File: src/rtl/fb_write_merger.sv
// Framebuffer write merger: coalesces consecutive same-address word writes into one 32-bit FIFO write.
// Latency: a held word leaves on the next miss, on flush, or TIMEOUT input-idle cycles after its last write.
// Backpressure: out_full stalls emission; in_ready drops for misses while full, and whenever flush is high.
module fb_write_merger #(
  parameter int TIMEOUT = 16
) (
  input  logic        clk,
  input  logic        rst,
  input  logic        in_wen,
  input  logic [15:0] in_addr,
  input  logic [15:0] in_data,
  output logic        in_ready,
  input  logic        flush,
  output logic        out_wen,
  output logic [31:0] out_wd,
  input  logic        out_full,
  output logic        idle,
  output logic [15:0] merge_cnt
);

  localparam int TW = (TIMEOUT > 1) ? $clog2(TIMEOUT) : 1;
  localparam logic [TW-1:0] TMAX = TW'(TIMEOUT - 1);

  localparam logic [0:0] S_EMPTY = 1'b0;
  localparam logic [0:0] S_HOLD  = 1'b1;

  logic [0:0]    r_state;
  logic [15:0]   r_hold_addr;
  logic [15:0]   r_hold_data;
  logic [TW-1:0] r_timer;
  logic [15:0]   r_merge_cnt;
  logic          r_idle;

  logic w_hold_valid;
  logic w_hit;
  logic w_ready;
  logic w_accept;
  logic w_expired;
  logic w_emit;

  // Hit/accept/emit decode; a hit suppresses a coincident timer expiry,
  // and reset blocks the emit so a held word is dropped, never written.
  always_comb begin
    w_hold_valid = (r_state == S_HOLD);
    w_hit        = w_hold_valid && (in_addr == r_hold_addr);
    w_ready      = !flush && (!w_hold_valid || w_hit || !out_full);
    w_accept     = in_wen && w_ready;
    w_expired    = w_hold_valid && (r_timer == TMAX);
    w_emit       = !rst && w_hold_valid && !out_full &&
                   ((in_wen && !w_hit) || (w_expired && !(w_accept && w_hit)) || flush);
  end

  // State and hold register: a miss loads (emitting the old word if any), a hit overwrites data.
  always_ff @(posedge clk) begin
    if (rst) begin
      r_state     <= S_EMPTY;
      r_hold_addr <= '0;
      r_hold_data <= '0;
    end else if (w_accept) begin
      r_state     <= S_HOLD;
      r_hold_addr <= in_addr;
      r_hold_data <= in_data;
    end else if (w_emit) begin
      r_state     <= S_EMPTY;
    end
  end

  // Idle timer: restarts on any accepted write or emit, saturates while the FIFO is full.
  always_ff @(posedge clk) begin
    if (rst) begin
      r_timer <= '0;
    end else if (w_accept || w_emit) begin
      r_timer <= '0;
    end else if (w_hold_valid && (r_timer != TMAX)) begin
      r_timer <= r_timer + 1'b1;
    end
  end

  // Saturating count of coalesced (hit) writes.
  always_ff @(posedge clk) begin
    if (rst) begin
      r_merge_cnt <= '0;
    end else if (w_accept && w_hit && (r_merge_cnt != 16'hFFFF)) begin
      r_merge_cnt <= r_merge_cnt + 16'd1;
    end
  end

  // Registered idle flag tracking the next-cycle hold state.
  always_ff @(posedge clk) begin
    if (rst) begin
      r_idle <= 1'b1;
    end else if (w_accept) begin
      r_idle <= 1'b0;
    end else if (w_emit) begin
      r_idle <= 1'b1;
    end
  end

  assign in_ready  = w_ready;
  assign out_wen   = w_emit;
  assign out_wd    = {r_hold_addr, r_hold_data};
  assign idle      = r_idle;
  assign merge_cnt = r_merge_cnt;

endmodule

File: config.mk
export PLATFORM = sky130hd
export DESIGN_NAME = fb_write_merger
export DESIGN_NICKNAME = d
export VERILOG_FILES = /design/src/rtl/fb_write_merger.sv
export SDC_FILE = /design/constraint.sdc
export NUM_CORES = 1
export LEC_CHECK = 0
export ABC_AREA = 1
export BUFFER_PORTS_ARGS = -buffer_cell sky130_fd_sc_hd__buf_2
export CORE_ASPECT_RATIO = 0.5
export CORE_MARGIN = 2
export CORE_UTILIZATION = 52
export CTS_BUF_LIST = sky130_fd_sc_hd__clkbuf_4
export DETAILED_ROUTE_END_ITERATION = 12
export PLACE_DENSITY = 0.87
export REMOVE_ABC_BUFFERS = 1
export SLEW_MARGIN = 10
export SYNTH_ARGS = -nofsm -noshare
export SYNTH_HDL_FRONTEND = slang
export SYNTH_SLANG_ARGS = --single-unit
File: constraint.sdc
create_clock -name clk -period 2.25 [get_ports clk]
set_input_delay 0.225 -clock clk [delete_from_list [all_inputs] [get_ports clk]]
set_output_delay 0.225 -clock clk [all_outputs]
set_load 0.01 [all_outputs]
## Word-level counts from Yosys, hierarchy flattened

Cells that the tools add are included.

| operators by class | value |
|---|---|
| bitwise gates (word level) | 0 |
| multiply operators | 0 |
| reductions and logical operators | 25 |
| mux-type cells | 4 |
| shift-type cells | 0 |
| eq/ne operators | 4 |
| add/subtract/negate cells | 2 |
| div/mod/pow operators | 0 |
| magnitude comparators | 0 |

Operators by type and width:

| cell | number |
|---|---|
| $add A16 B1 Y16 const B | 1 |
| $eq A16 B16 Y1 | 1 |
| $ne A16 B16 Y1 const B | 1 |
| $logic_and A1 B1 Y1 | 12 |
| $logic_not A1 Y1 | 6 |
| $logic_or A1 B1 Y1 | 5 |
| $add A4 B1 Y4 const B | 1 |
| $eq A4 B4 Y1 const B | 1 |
| $mux W1 | 4 |
| $ne A4 B4 Y1 const B | 1 |
| $reduce_bool A2 Y1 | 1 |
| $reduce_or A2 Y1 | 1 |

| storage, ports and cells | value |
|---|---|
| bits in read-only memories | 0 |
| output and inout bits | 51 |
| bits in latches | 0 |
| flip-flop bits (word level) | 54 |
| bits in writable memories | 0 |
| memories | 0 |
| input bits | 37 |
| logic and storage cells | 41 |

## Longest topological paths before layout

Gate-level depths: netlist of run 1.

| depth | value |
|---|---|
| depth after elaboration | 14 |
| mapped depth | 15 |
| depth with buffers taken out | 15 |

## Worst setup path after synthesis of run 1

Ideal clock, no wire load.

| path | value |
|---|---|
| path type | register -> register |
| from | register r_merge_cnt[0] (netlist: merge_cnt[0]) |
| to | register r_merge_cnt[2] (netlist: merge_cnt[2]) |
| required time | 2.180 ns |
| library setup time | 0.070 ns |
| period minus slack after synthesis | 1.650 ns |
| path buffers | 1 |
| arrival time | 1.580 ns |
| slack | 0.600 ns |
| stages on the path, launching flop included | 11 |
| cell sequence | dfxtp_1 > ha_1 > inv_1 > nor3_2 > nand2_1 > nor2_2 > nor2_4 > inv_2 > buf_6 > nand2_1 > a21oi_1 |

| between the ends | value |
|---|---|
| longest elaborated chain between the ends | 2 |
| elaborated cells on any way between the ends | 3 |
| those cells by class | add/sub (1); eq/ne (1); reduce/logical (1) |

RTL lines:

| element | RTL line | text |
|---|---|---|
| from (decl) | 31 | `logic [15:0] r_merge_cnt;` |
| from (signal assigned) | 84 | `r_merge_cnt <= r_merge_cnt + 16'd1;` |
| parallel branches: the longest is 2 deep, another holds $add A16 B1 Y16 | n/a |  |

Parallel ways; which one is timed is not known.
A chain may end at the register's enable or synchronous reset.

## Final worst setup path of run 1

| path | value |
|---|---|
| from | register r_hold_addr[3] |
| to | output in_ready |

| between the ends | value |
|---|---|
| longest elaborated chain between the ends | 5 |

RTL lines:

| element | RTL line | text |
|---|---|---|
| from (decl) | 28 | `logic [15:0] r_hold_addr;` |
| from (signal assigned) | 61 | `r_hold_addr <= in_addr;` |
| $eq A16 B16 Y1 | 45 | `w_hit = w_hold_valid && (in_addr == r_hold_addr);` |
| $logic_and A1 B1 Y1 | 45 |  |
| $logic_or A1 B1 Y1 (2 in series) | 46 | `w_ready = !flush && (!w_hold_valid \|\| w_hit \|\| !out_full);` |
| $logic_and A1 B1 Y1 | 46 |  |
| to (decl) | 12 | `output logic in_ready,` |

Every way passes these cells.

==> summary.txt, run 1 <==
Power
  • Sw Pwr: 0.000471 W
  • Combinational share of power: 15.6%
  • Int Pwr: 0.00125 W
  • Power per Cell Area: 522 nW/um^2
  • Sequential share of power: 59.5%
  • Clk pwr share: 25.0%
  • Peak supply drop: 0.000286 V
  • Sw frac: 27.4%
  • Static leakage: 1.51 nW

Yosys
  • Synth cell types: 26
  • Post-synthesis instance area: 2720 um^2
  • Avg Cell Area, Syn: 6.87 um^2
  • Sequential area share after synthesis: 39.7%
  • Flops & latches, synth: 54
  • Post-Syn Instances: 396
  • Synth area leader: dfxtp_1
  • Yosys warns: 0
  • Synth top area share: 39.7%
  • Top cells by area, synth: dfxtp_1, nand2_1, a21oi_1

Floorplanning
  • Initial Util: 54.7%
  • IO Pins: 88
  • Die Area: 5860 um^2
  • Horiz. Die Dim: 106 um
  • Area of the core: 4980 um^2
  • Die height: 55.2 um
  • FP Rows: 18

Routing
  • Final WL: 6.34 mm
  • WL/cell: 11.5 um
  • DR DRC count: 0
  • Via density: 4.98
  • Final ANT Viol Nets: 0
  • Via count: 2735
  • TritonRoute pass-1 iters: 4
  • DR iter-0 viols: 118

Critical path
  • CP max FO: 23
  • CP Launch Type: flop
  • Crit. path cell count: 9
  • Delay-heaviest family, CP: simple AND/OR/NAND/NOR gates
  • Worst setup path start: r_hold_addr[3]
  • Register-to-Register Path Depth: 11
  • Crit path buf inv count: 2
  • Critical setup path kind: reg2out
  • Req. time, crit path: 2.03 ns
  • FF-to-FF Start: r_hold_addr[3]
  • Reg2reg setup slack: 0.34 ns
  • Crit path max-delay cell type: dfxtp_1
  • Worst EP arrival: 1.89 ns
  • Crit-path max cell delay: 0.45 ns
  • CP Cell Sequence: xnor2_1, nand2_1, nor2_1, nand2_1, nor2_4, nor2_1, nor2_4, buf_8, buf_2
  • CP endpoint kind: output pin

Global routing
  • Initial antenna violation count: 0
  • GRT overflow: 0
  • Vias in the first global route: 2355
  • Largest net degree at the start of global routing: 38
  • First-pass GRT wire length: 10.0 mm
  • GR Util All Layers: 21.8%

Finish
  • Final Cell Area: 3290 um^2
  • Sequential Area: 1080 um^2
  • Layout cell share with drive strength beyond 1: 24.2%
  • Antenna diode count: 0
  • Filler cells: 472
  • Area of the multi-input gates: 1400 um^2
  • Layout Nets: 518
  • Area added between synthesis and finish: 21.0%

Run
  • Max Cap Viol: 0

Status
  • Status: finished clean

Timing
  • Setup_tns: 0 ns
  • Slew @ Worst Pin: 0.388 ns
  • Final setup margin: 0.138 ns
  • RSZ-0062 raised after global routing: yes
  • Fin. max-slew vios: 0
  • Final hold violations: 0
  • Slew headroom: 74.1%
  • Max Clock Freq: 0.473 GHz
  • Final min period: 2.11 ns
  • Finish-stage setup viols: 0
  • Clock Skew: 0.0211 ns
  • Final Cycle Share: 93.9%

Hold path
  • Worst hold stages: 3
  • Hold crit path type: in2reg
  • Hold_sp: in_data[15]

Placement
  • Pre-CTS WS: 0.397 ns
  • Routability cong.: 0.901
  • DP Wirelength: 4.70 mm
  • Port buffer count: 87
  • Area after DPL: 3210 um^2

CTS
  • Sink Count: 54
  • Maximum clock path buffer count: 2
  • CTS root buf: clkbuf_4
  • CTS tree: built
  • Clk pin slew, worst setup/hold paths: 0.16 ns
  • Num CTS Buffers: 5
  • # hold bufs at CTS: 0
  • H-tree levels: 2
  • Clock latency at the later pin of the worst-skew pair: 0.37 ns
-- per-stage QoR --
stage / cells / hold slack, ns / util, % / total power [W]
3_3_place_gp: 542 / 0.446 / 64.5 / 0.00130
5_1_grt: 549 / 0.0983 / 66.1 / 0.00180
4_1_cts: 549 / 0.0975 / 65.6 / 0.00172
2_1_floorplan: 380 / 0.294 / - / 0.00118
3_5_place_dp: 542 / 0.450 / 64.5 / 0.00130
6_report: 549 / 0.0971 / 66.1 / 0.00172
-- logic make-up after synthesis --
group / synth area share, %
AND/OR/NAND/NOR: 30.5
AO/OA/AOI/OAI: 11.7
buffers and inverters: 9.38
flip-flops: 39.7
XOR/XNOR: 7.40
adder cells (fa/ha/maj): 0.919
multiplexers: 0.368
-- area by class of cell --
cell class	instances	share of cell area (%)
Inverter	46	5.25
Sequential cell	54	33.0
Tap cell	70	2.66
Multi-Input combinational cell	280	42.6
Timing Repair Buffer	92	15.0
Clock buffer	7	1.60
-- routing by layer --
metal,GRT usage (%),share of wire [%]
met1,24.1,43
met2,42.9,49
met3,5.27,5.5
met4,7.68,1.8
met5,0,0
-- flip-flops by register name (all words and copies together), names as in the netlist --
name and flops:
merge_cnt 16, r_hold_addr 16, r_hold_data 16, r_timer 4, idle 1, r_state 1
-- worst register-to-register path: stages (launching register included) --
cell and delay [ns]:
dfxtp_1 0.45, xnor2_1 0.15, nand2_1 0.07, nor2_1 0.09, nand2_1 0.09, nor2_4 0.15
nor2_1 0.08, nor2_4 0.11, nand2_2 0.17, buf_12 0.23, nand3_1 0.17, nor2_1 0.06
-- cell usage after synthesis, drive strengths merged --
master	instances
dfxtp	54
o21bai	1
nand4	3
nand2	114
nor2	26
nor4b	1
clkbuf	8
mux2i	1
a21oi	50
nor3	8
inv	46
xnor2	10
xor2	13
ha	2
o21ai	12
nand3	37
nor4	1
and3	1
buf	8
-- final timing paths --
| kind | endpoint |
|---|---|
| hold / removal | r_hold_data[15] |
| setup / recovery | in_ready |
| setup reg to reg | r_timer[3] |
| hold reg to reg | r_hold_data[0] |
-- timing repair --
action / in CTS / in global routing
resized for setup: 0 / 8
hold endpoints to repair: 0 / 0
endpoints found under the setup margin: 0 / 2
buffers inserted: 0 / 0
-- power by group through the flow --
stage / combinational [W] / sequential (W) / clock [W]
floorplan: 0.000123 / 0.00105 / 0
global placement: 0.000258 / 0.00104 / 0
detailed placement: 0.000264 / 0.00104 / 0
CTS: 0.000265 / 0.00102 / 0.000440
global route: 0.000302 / 0.00103 / 0.000470
finish: 0.000267 / 0.00102 / 0.000429
-- cells in the final DEF, fill, tap and decap left out --
| cell type | n |
|---|---|
| buf_4 | 3 |
| nor4b_1 | 1 |
| and3_1 | 1 |
| o21bai_1 | 1 |
| dfxtp_2 | 3 |
| o21ai_0 | 12 |
| xor2_1 | 13 |
| nor2_1 | 22 |
| buf_8 | 1 |
| nand4_4 | 1 |
| inv_2 | 5 |
| dfxtp_1 | 51 |
| nand2_2 | 2 |
| nor3_2 | 1 |
| mux2i_1 | 1 |
| buf_2 | 87 |
| inv_1 | 41 |
| a21oi_1 | 50 |
| ha_1 | 2 |
| buf_12 | 1 |
| nand4_1 | 2 |
| nor2_2 | 1 |
| clkbuf_4 | 7 |
| nor3_1 | 7 |
| nor4_2 | 1 |
| nor2_4 | 3 |
| nand3_1 | 37 |
| nand2_1 | 112 |
| xnor2_1 | 10 |
Note: power is estimated with default switching activity, not from simulation.
==> run 2, diff against run 1 <==
Settings changed: PLACE_DENSITY 0.87 to 0.89.
==> summary.txt, run 2 (synthesized netlist as in run 1, its figures left out) <==
Status
  • Status: finished clean (unchanged)

Finish
  • Layout cell share with drive strength beyond 1: 23.9% (was 24.2%)
  • Layout Nets: 519 (was 518)
  • Most frequent cells in the layout: nand2_1, buf_2, dfxtp_1 (unchanged)
  • Antenna diode count: 0 (unchanged)
  • Area added between synthesis and finish: 20.9% (was 21.0%)
  • Layout Cells excl Fill: 551 (was 549)
  • Commonest non-fill, non-tap cell in the layout: nand2_1 (unchanged)
  • Final Cell Area: 3290 um^2 (about the same)

Routing
  • TritonRoute pass-1 iters: 4 (unchanged)
  • Via density: 5.01 (was 4.98)
  • DR DRC count: 0 (unchanged)
  • DR iter-0 viols: 93 (was 118)
  • Final WL: 6.21 mm (was 6.34 mm)
  • Final ANT Viol Nets: 0 (unchanged)
  • WL/cell: 11.3 um (was 11.5 um)
  • Via count: 2759 (was 2735)

Critical path
  • CP Launch Type: flop (unchanged)
  • Crit. path cell count: 12 (was 9)
  • Crit path buf inv count: 4 (was 2)
  • Req. time, crit path: 2.03 ns (about the same)
  • Most frequent CP cell: nand2_1
  • Crit-path max cell delay: 0.38 ns (was 0.45 ns)
  • CP Cell Sequence: inv_1, nand2_1, nand2_1, inv_1, nand2_1, nor2_1, nand2_1, nor2_2, nor2_1, nor2_4, buf_12, buf_2 (was xnor2_1, nand2_1, nor2_1, nand2_1, nor2_4, nor2_1, nor2_4, buf_8, buf_2)
  • Delay-heaviest family, CP: simple AND/OR/NAND/NOR gates (unchanged)
  • Critical setup path kind: reg2out (unchanged)
  • Worst EP arrival: 1.82 ns (was 1.89 ns)
  • Register-to-Register Path Depth: 14 (was 11)
  • CP max FO: 23 (unchanged)
  • CP endpoint kind: output pin (unchanged)
  • Crit path max-delay cell type: dfxtp_1 (unchanged)

Global routing
  • GRT overflow: 0 (unchanged)
  • Vias in the first global route: 2366 (was 2355)
  • GRT met2 Usage: 40.1% (was 42.9%)
  • Largest net degree at the start of global routing: 37 (was 38)
  • GR Util All Layers: 21.8% (about the same)
  • Initial antenna violation count: 0 (unchanged)
  • First-pass GRT wire length: 10.1 mm (was 10.0 mm)
  • Grt met1 use: 26.5% (was 24.1%)
  • Grt peak-use layer: met2 (unchanged)
  • Global Route met3 Usage: 4.22% (was 5.27%)

Placement
  • Area after DPL: 3210 um^2 (unchanged)
  • Routability cong.: 0.862 (was 0.901)
  • DP Wirelength: 4.48 mm (was 4.70 mm)
  • Port buffer count: 87 (unchanged)
  • Placed Cells: 542 (unchanged)

Timing
  • Final hold violations: 0 (unchanged)
  • Hold slack: 0.0597 ns (was 0.0971 ns)
  • Slew @ Worst Pin: 0.426 ns (was 0.388 ns)
  • Finish-stage setup viols: 0 (unchanged)
  • Final min period: 2.05 ns (was 2.11 ns)
  • Setup_tns: 0 ns (unchanged)
  • Fin. max-slew vios: 0 (unchanged)
  • Slew headroom: 71.5% (was 74.1%)
  • Final Cycle Share: 91.0% (was 93.9%)
  • Clock Skew: 0.0138 ns (was 0.0211 ns)
  • Max Clock Freq: 0.488 GHz (was 0.473 GHz)

CTS
  • CTS root buf: clkbuf_4 (unchanged)
  • Clock latency at the later pin of the worst-skew pair: 0.37 ns (about the same)
  • Num CTS Buffers: 5 (unchanged)
  • Sink Count: 54 (unchanged)
  • # hold bufs at CTS: 0 (unchanged)
  • CTS tree: built (unchanged)
  • Clk pin slew, worst setup/hold paths: 0.15 ns (was 0.16 ns)
  • Maximum clock path buffer count: 2 (unchanged)
  • H-tree levels: 2 (unchanged)

Power
  • Peak supply drop: 0.000282 V (was 0.000286 V)
  • Static leakage: 1.51 nW (about the same)
  • Power per Cell Area: 519 nW/um^2 (was 522 nW/um^2)

Floorplanning
  • Horiz. Die Dim: 106 um (unchanged)
  • FP Rows: 18 (unchanged)
  • Die Area: 5860 um^2 (unchanged)
  • Area of the core: 4980 um^2 (unchanged)
  • Die height: 55.2 um (unchanged)
  • Initial Util: 54.7% (unchanged)
  • IO Pins: 88 (unchanged)

Hold path
  • Hold crit path type: in2reg (unchanged)
  • Worst hold stages: 2 (was 3)

Run
  • Max Cap Viol: 0 (unchanged)
## run 2: area by class of cell
cell class                      instances  area (um^2)
Clock buffer                            6         45.0
Clock inverter                          2         8.76
Fill cell                             454         1690
Inverter                               46          173
Multi-Input combinational cell        280         1390
Sequential cell                        54         1080
Tap cell                               70         87.6
Timing Repair Buffer                   93          505
## run 2: worst register-to-register path, cell delays in order (launching register included)
cell	delay (ns)
dfxtp_1	0.38
inv_1	0.06
nand2_1	0.05
nand2_1	0.06
inv_1	0.05
nand2_1	0.06
nor2_1	0.08
nand2_1	0.06
nor2_2	0.13
nor2_1	0.08
nor2_4	0.12
nand2_2	0.24
buf_12	0.25
o21ai_0	0.15
a21oi_1	0.06
## run 2: power by group
part	switching, W	internal, W
sequential	0.0000264	0.000993
combinational	0.000157	0.000111
clock	0.000290	0.000130
## run 2: per-layer routing
metal	wire length, um	part of all wire (%)
met2	2970	48
met3	331	5.3
met5	0	0
met4	93	1.5
met1	2820	45
## run 2: final timing paths
kind,slack [ns],end,from
max reg2reg,0.32,r_hold_addr[7],r_hold_addr[15]
min reg2reg,0.47,r_hold_data[4],r_hold_data[4]
max,0.20,in_ready,r_hold_addr[15]
min,0.06,r_hold_addr[4],rst
## run 2: through the flow
| stage | total power (W) | setup slack, ns | utilization, % |
|---|---|---|---|
| floorplan | 0.00118 | 0.110 | - |
| global placement | 0.00130 | 0.407 | 64.5 |
| detailed placement | 0.00130 | 0.386 | 64.5 |
| CTS | 0.00172 | 0.109 | 65.6 |
| global route | 0.00180 | -0.00143 | 66.1 |
| finish | 0.00171 | 0.202 | 66.1 |
## run 2: what timing repair did
| item | 4_1_cts | 5_1_grt |
|---|---|---|
| gates resized for setup | 0 | 5 |
| endpoints found under the setup margin | 0 | 2 |
| setup buffers | 0 | 1 |
==> run 3, diff against run 2 <==
Clock period 2.25 ns to 1.95 ns, I/O delays scaled along.
==> summary.txt, run 3 (synthesized netlist as in run 1, its figures left out) <==
Routing
  • WL/cell: 14.4 um (was 11.3 um)
  • TritonRoute pass-1 iters: 6 (was 4)
  • DR DRC count: 0 (unchanged)
  • Via count: 3059 (was 2759)
  • Final WL: 8.13 mm (was 6.21 mm)
  • Final ANT Viol Nets: 0 (unchanged)
  • Via density: 5.41 (was 5.01)
  • DR iter-0 viols: 168 (was 93)

Finish
  • Layout Cells excl Fill: 565 (was 551)
  • Antenna diode count: 0 (unchanged)
  • Final Cell Area: 3670 um^2 (was 3290 um^2)
  • Most frequent cells in the layout: nand2_1, buf_2, a21oi_1 (was nand2_1, buf_2, dfxtp_1)
  • Area added between synthesis and finish: 34.9% (was 20.9%)
  • Layout Nets: 533 (was 519)
  • Core Util, Final: 73.8% (was 66.1%)
  • Commonest non-fill, non-tap cell in the layout: nand2_1 (unchanged)
  • Layout cell share with drive strength beyond 1: 35.6% (was 23.9%)

Floorplanning
  • Die height: 55.2 um (unchanged)
  • IO Pins: 88 (unchanged)
  • FP Rows: 18 (unchanged)
  • Die Area: 5860 um^2 (unchanged)
  • Area of the core: 4980 um^2 (unchanged)
  • Initial Util: 54.7% (unchanged)
  • Horiz. Die Dim: 106 um (unchanged)

Timing
  • Slew headroom: 57.0% (was 71.5%)
  • Final hold violations: 0 (unchanged)
  • Final Cycle Share: 107%
  • Final min period: 2.09 ns
  • Finish-stage setup viols: 26 (was 0)
  • Final setup margin: -0.144 ns (was 0.202 ns)
  • RSZ-0062 raised after global routing: yes
  • Slew @ Worst Pin: 0.645 ns (was 0.426 ns)
  • Fin. max-slew vios: 0 (unchanged)
  • Max Clock Freq: 0.478 GHz
  • Clock Skew: 0.0264 ns (was 0.0138 ns)

Critical path
  • CP Launch Type: flop (unchanged)
  • Worst EP arrival: 1.90 ns (was 1.82 ns)
  • Critical setup path kind: reg2out (unchanged)
  • CP max FO: 4 (was 23)
  • CP endpoint kind: output pin (unchanged)
  • Req. time, crit path: 1.75 ns (was 2.03 ns)

Power
  • Peak supply drop: 0.000288 V (was 0.000282 V)
  • Power per Cell Area: 577 nW/um^2 (was 519 nW/um^2)
  • Static leakage: 1.68 nW (was 1.51 nW)
  • Power Total: 0.00212 W (was 0.00171 W)

Global routing
  • GRT overflow: 0 (unchanged)
  • Initial antenna violation count: 0 (unchanged)
  • GR Util All Layers: 24.8% (was 21.8%)
  • First-pass GRT wire length: 11.3 mm (was 10.1 mm)
  • Largest net degree at the start of global routing: 37 (unchanged)
  • Vias in the first global route: 2532 (was 2366)

Placement
  • Area after DPL: 3230 um^2 (was 3210 um^2)
  • Placed Cells: 544 (was 542)
  • Routability cong.: 0.871 (was 0.862)
  • Port buffer count: 87 (unchanged)
  • Pre-CTS WS: 0.156 ns (was 0.386 ns)
  • DP Wirelength: 4.60 mm (was 4.48 mm)

Status
  • Status: complete, but fails checks (was finished clean)
  • Failing checks: setup timing

CTS
  • Maximum clock path buffer count: 2 (unchanged)
  • Clock latency at the later pin of the worst-skew pair: 0.39 ns (was 0.37 ns)
  • H-tree levels: 2 (unchanged)
  • Num CTS Buffers: 5 (unchanged)
  • CTS tree: built (unchanged)
  • # hold bufs at CTS: 0 (unchanged)
  • Clk pin slew, worst setup/hold paths: 0.16 ns (was 0.15 ns)
  • CTS root buf: clkbuf_4 (unchanged)
  • Sink Count: 54 (unchanged)

Hold path
  • Hold crit path type: in2reg (unchanged)

Run
  • Max Cap Viol: 0 (unchanged)
[run 3: cell types whose count changed in the layout (fill, tap and decap cells not counted), sizes merged]
cell and delta:
buf +10, clkbuf +2, bufbuf +1, nand2 +1
[run 3: worst max-delay path, stage by stage (launching register included)]
cell and delay (ns):
dfxtp_2 0.42, xnor2_1 0.14, nand2_1 0.12, nor2_2 0.12, nand2_2 0.09, nor2_4 0.16
nand4_4 0.09, nand2_2 0.09, nand2_2 0.06, nand2_2 0.08, inv_2 0.04, buf_6 0.11
[run 3: cell type report]
cell class                      instances  area, um^2
Clock buffer                            6        45.0
Multi-Input combinational cell        281        1540
Fill cell                             368        1310
Clock inverter                          2        8.76
Inverter                               46         173
Sequential cell                        54        1100
Tap cell                               70        87.6
Timing Repair Buffer                  106         716
[run 3: repair_timing]
| item | 4_1_cts | 5_1_grt |
|---|---|---|
| buffers inserted | 6 | 2 |
| gates cloned | 2 | 3 |
| setup endpoints to repair | 2 | 44 |
| resized for setup | 28 | 45 |
| pin swaps | 10 | 24 |
[run 3: stage by stage]
| step | hold slack [ns] | TNS (ns) |
|---|---|---|
| finish | 0.0288 | -1.02 |
| floorplan | 0.264 | -4.23 |
| CTS | 0.0322 | -0.0184 |
| detailed placement | 0.439 | 0 |
| global placement | 0.435 | 0 |
| global route | 0.0247 | -3.04 |
[run 3: routing by layer]
layer / global-route usage (%) / part of all wire, % / vias up
met5: 0 / 0 / -
met4: 8.33 / 4.9 / 0
met3: 4.45 / 7.0 / 51
met2: 47.5 / 47 / 141
met1: 29.3 / 41 / 1407
li1: - / - / 1460
[run 3: report_power, final]
part           total, W  switching (W)  internal [W]
sequential      0.00119      0.0000382       0.00115
clock          0.000508       0.000357      0.000151
combinational  0.000425       0.000236      0.000189
[run 3: path summary, 6_finish.rpt]
| kind | end | start | slack (ns) | cells after the start |
|---|---|---|---|---|
| setup / recovery | out_wen | r_hold_addr[3] | -0.14 | 11 |
| hold / removal | r_hold_addr[4] | rst | 0.03 | 2 |
| setup reg to reg | r_hold_addr[2] | r_hold_addr[3] | -0.11 | 12 |
| hold reg to reg | r_hold_data[2] | r_hold_data[2] | 0.47 | 2 |
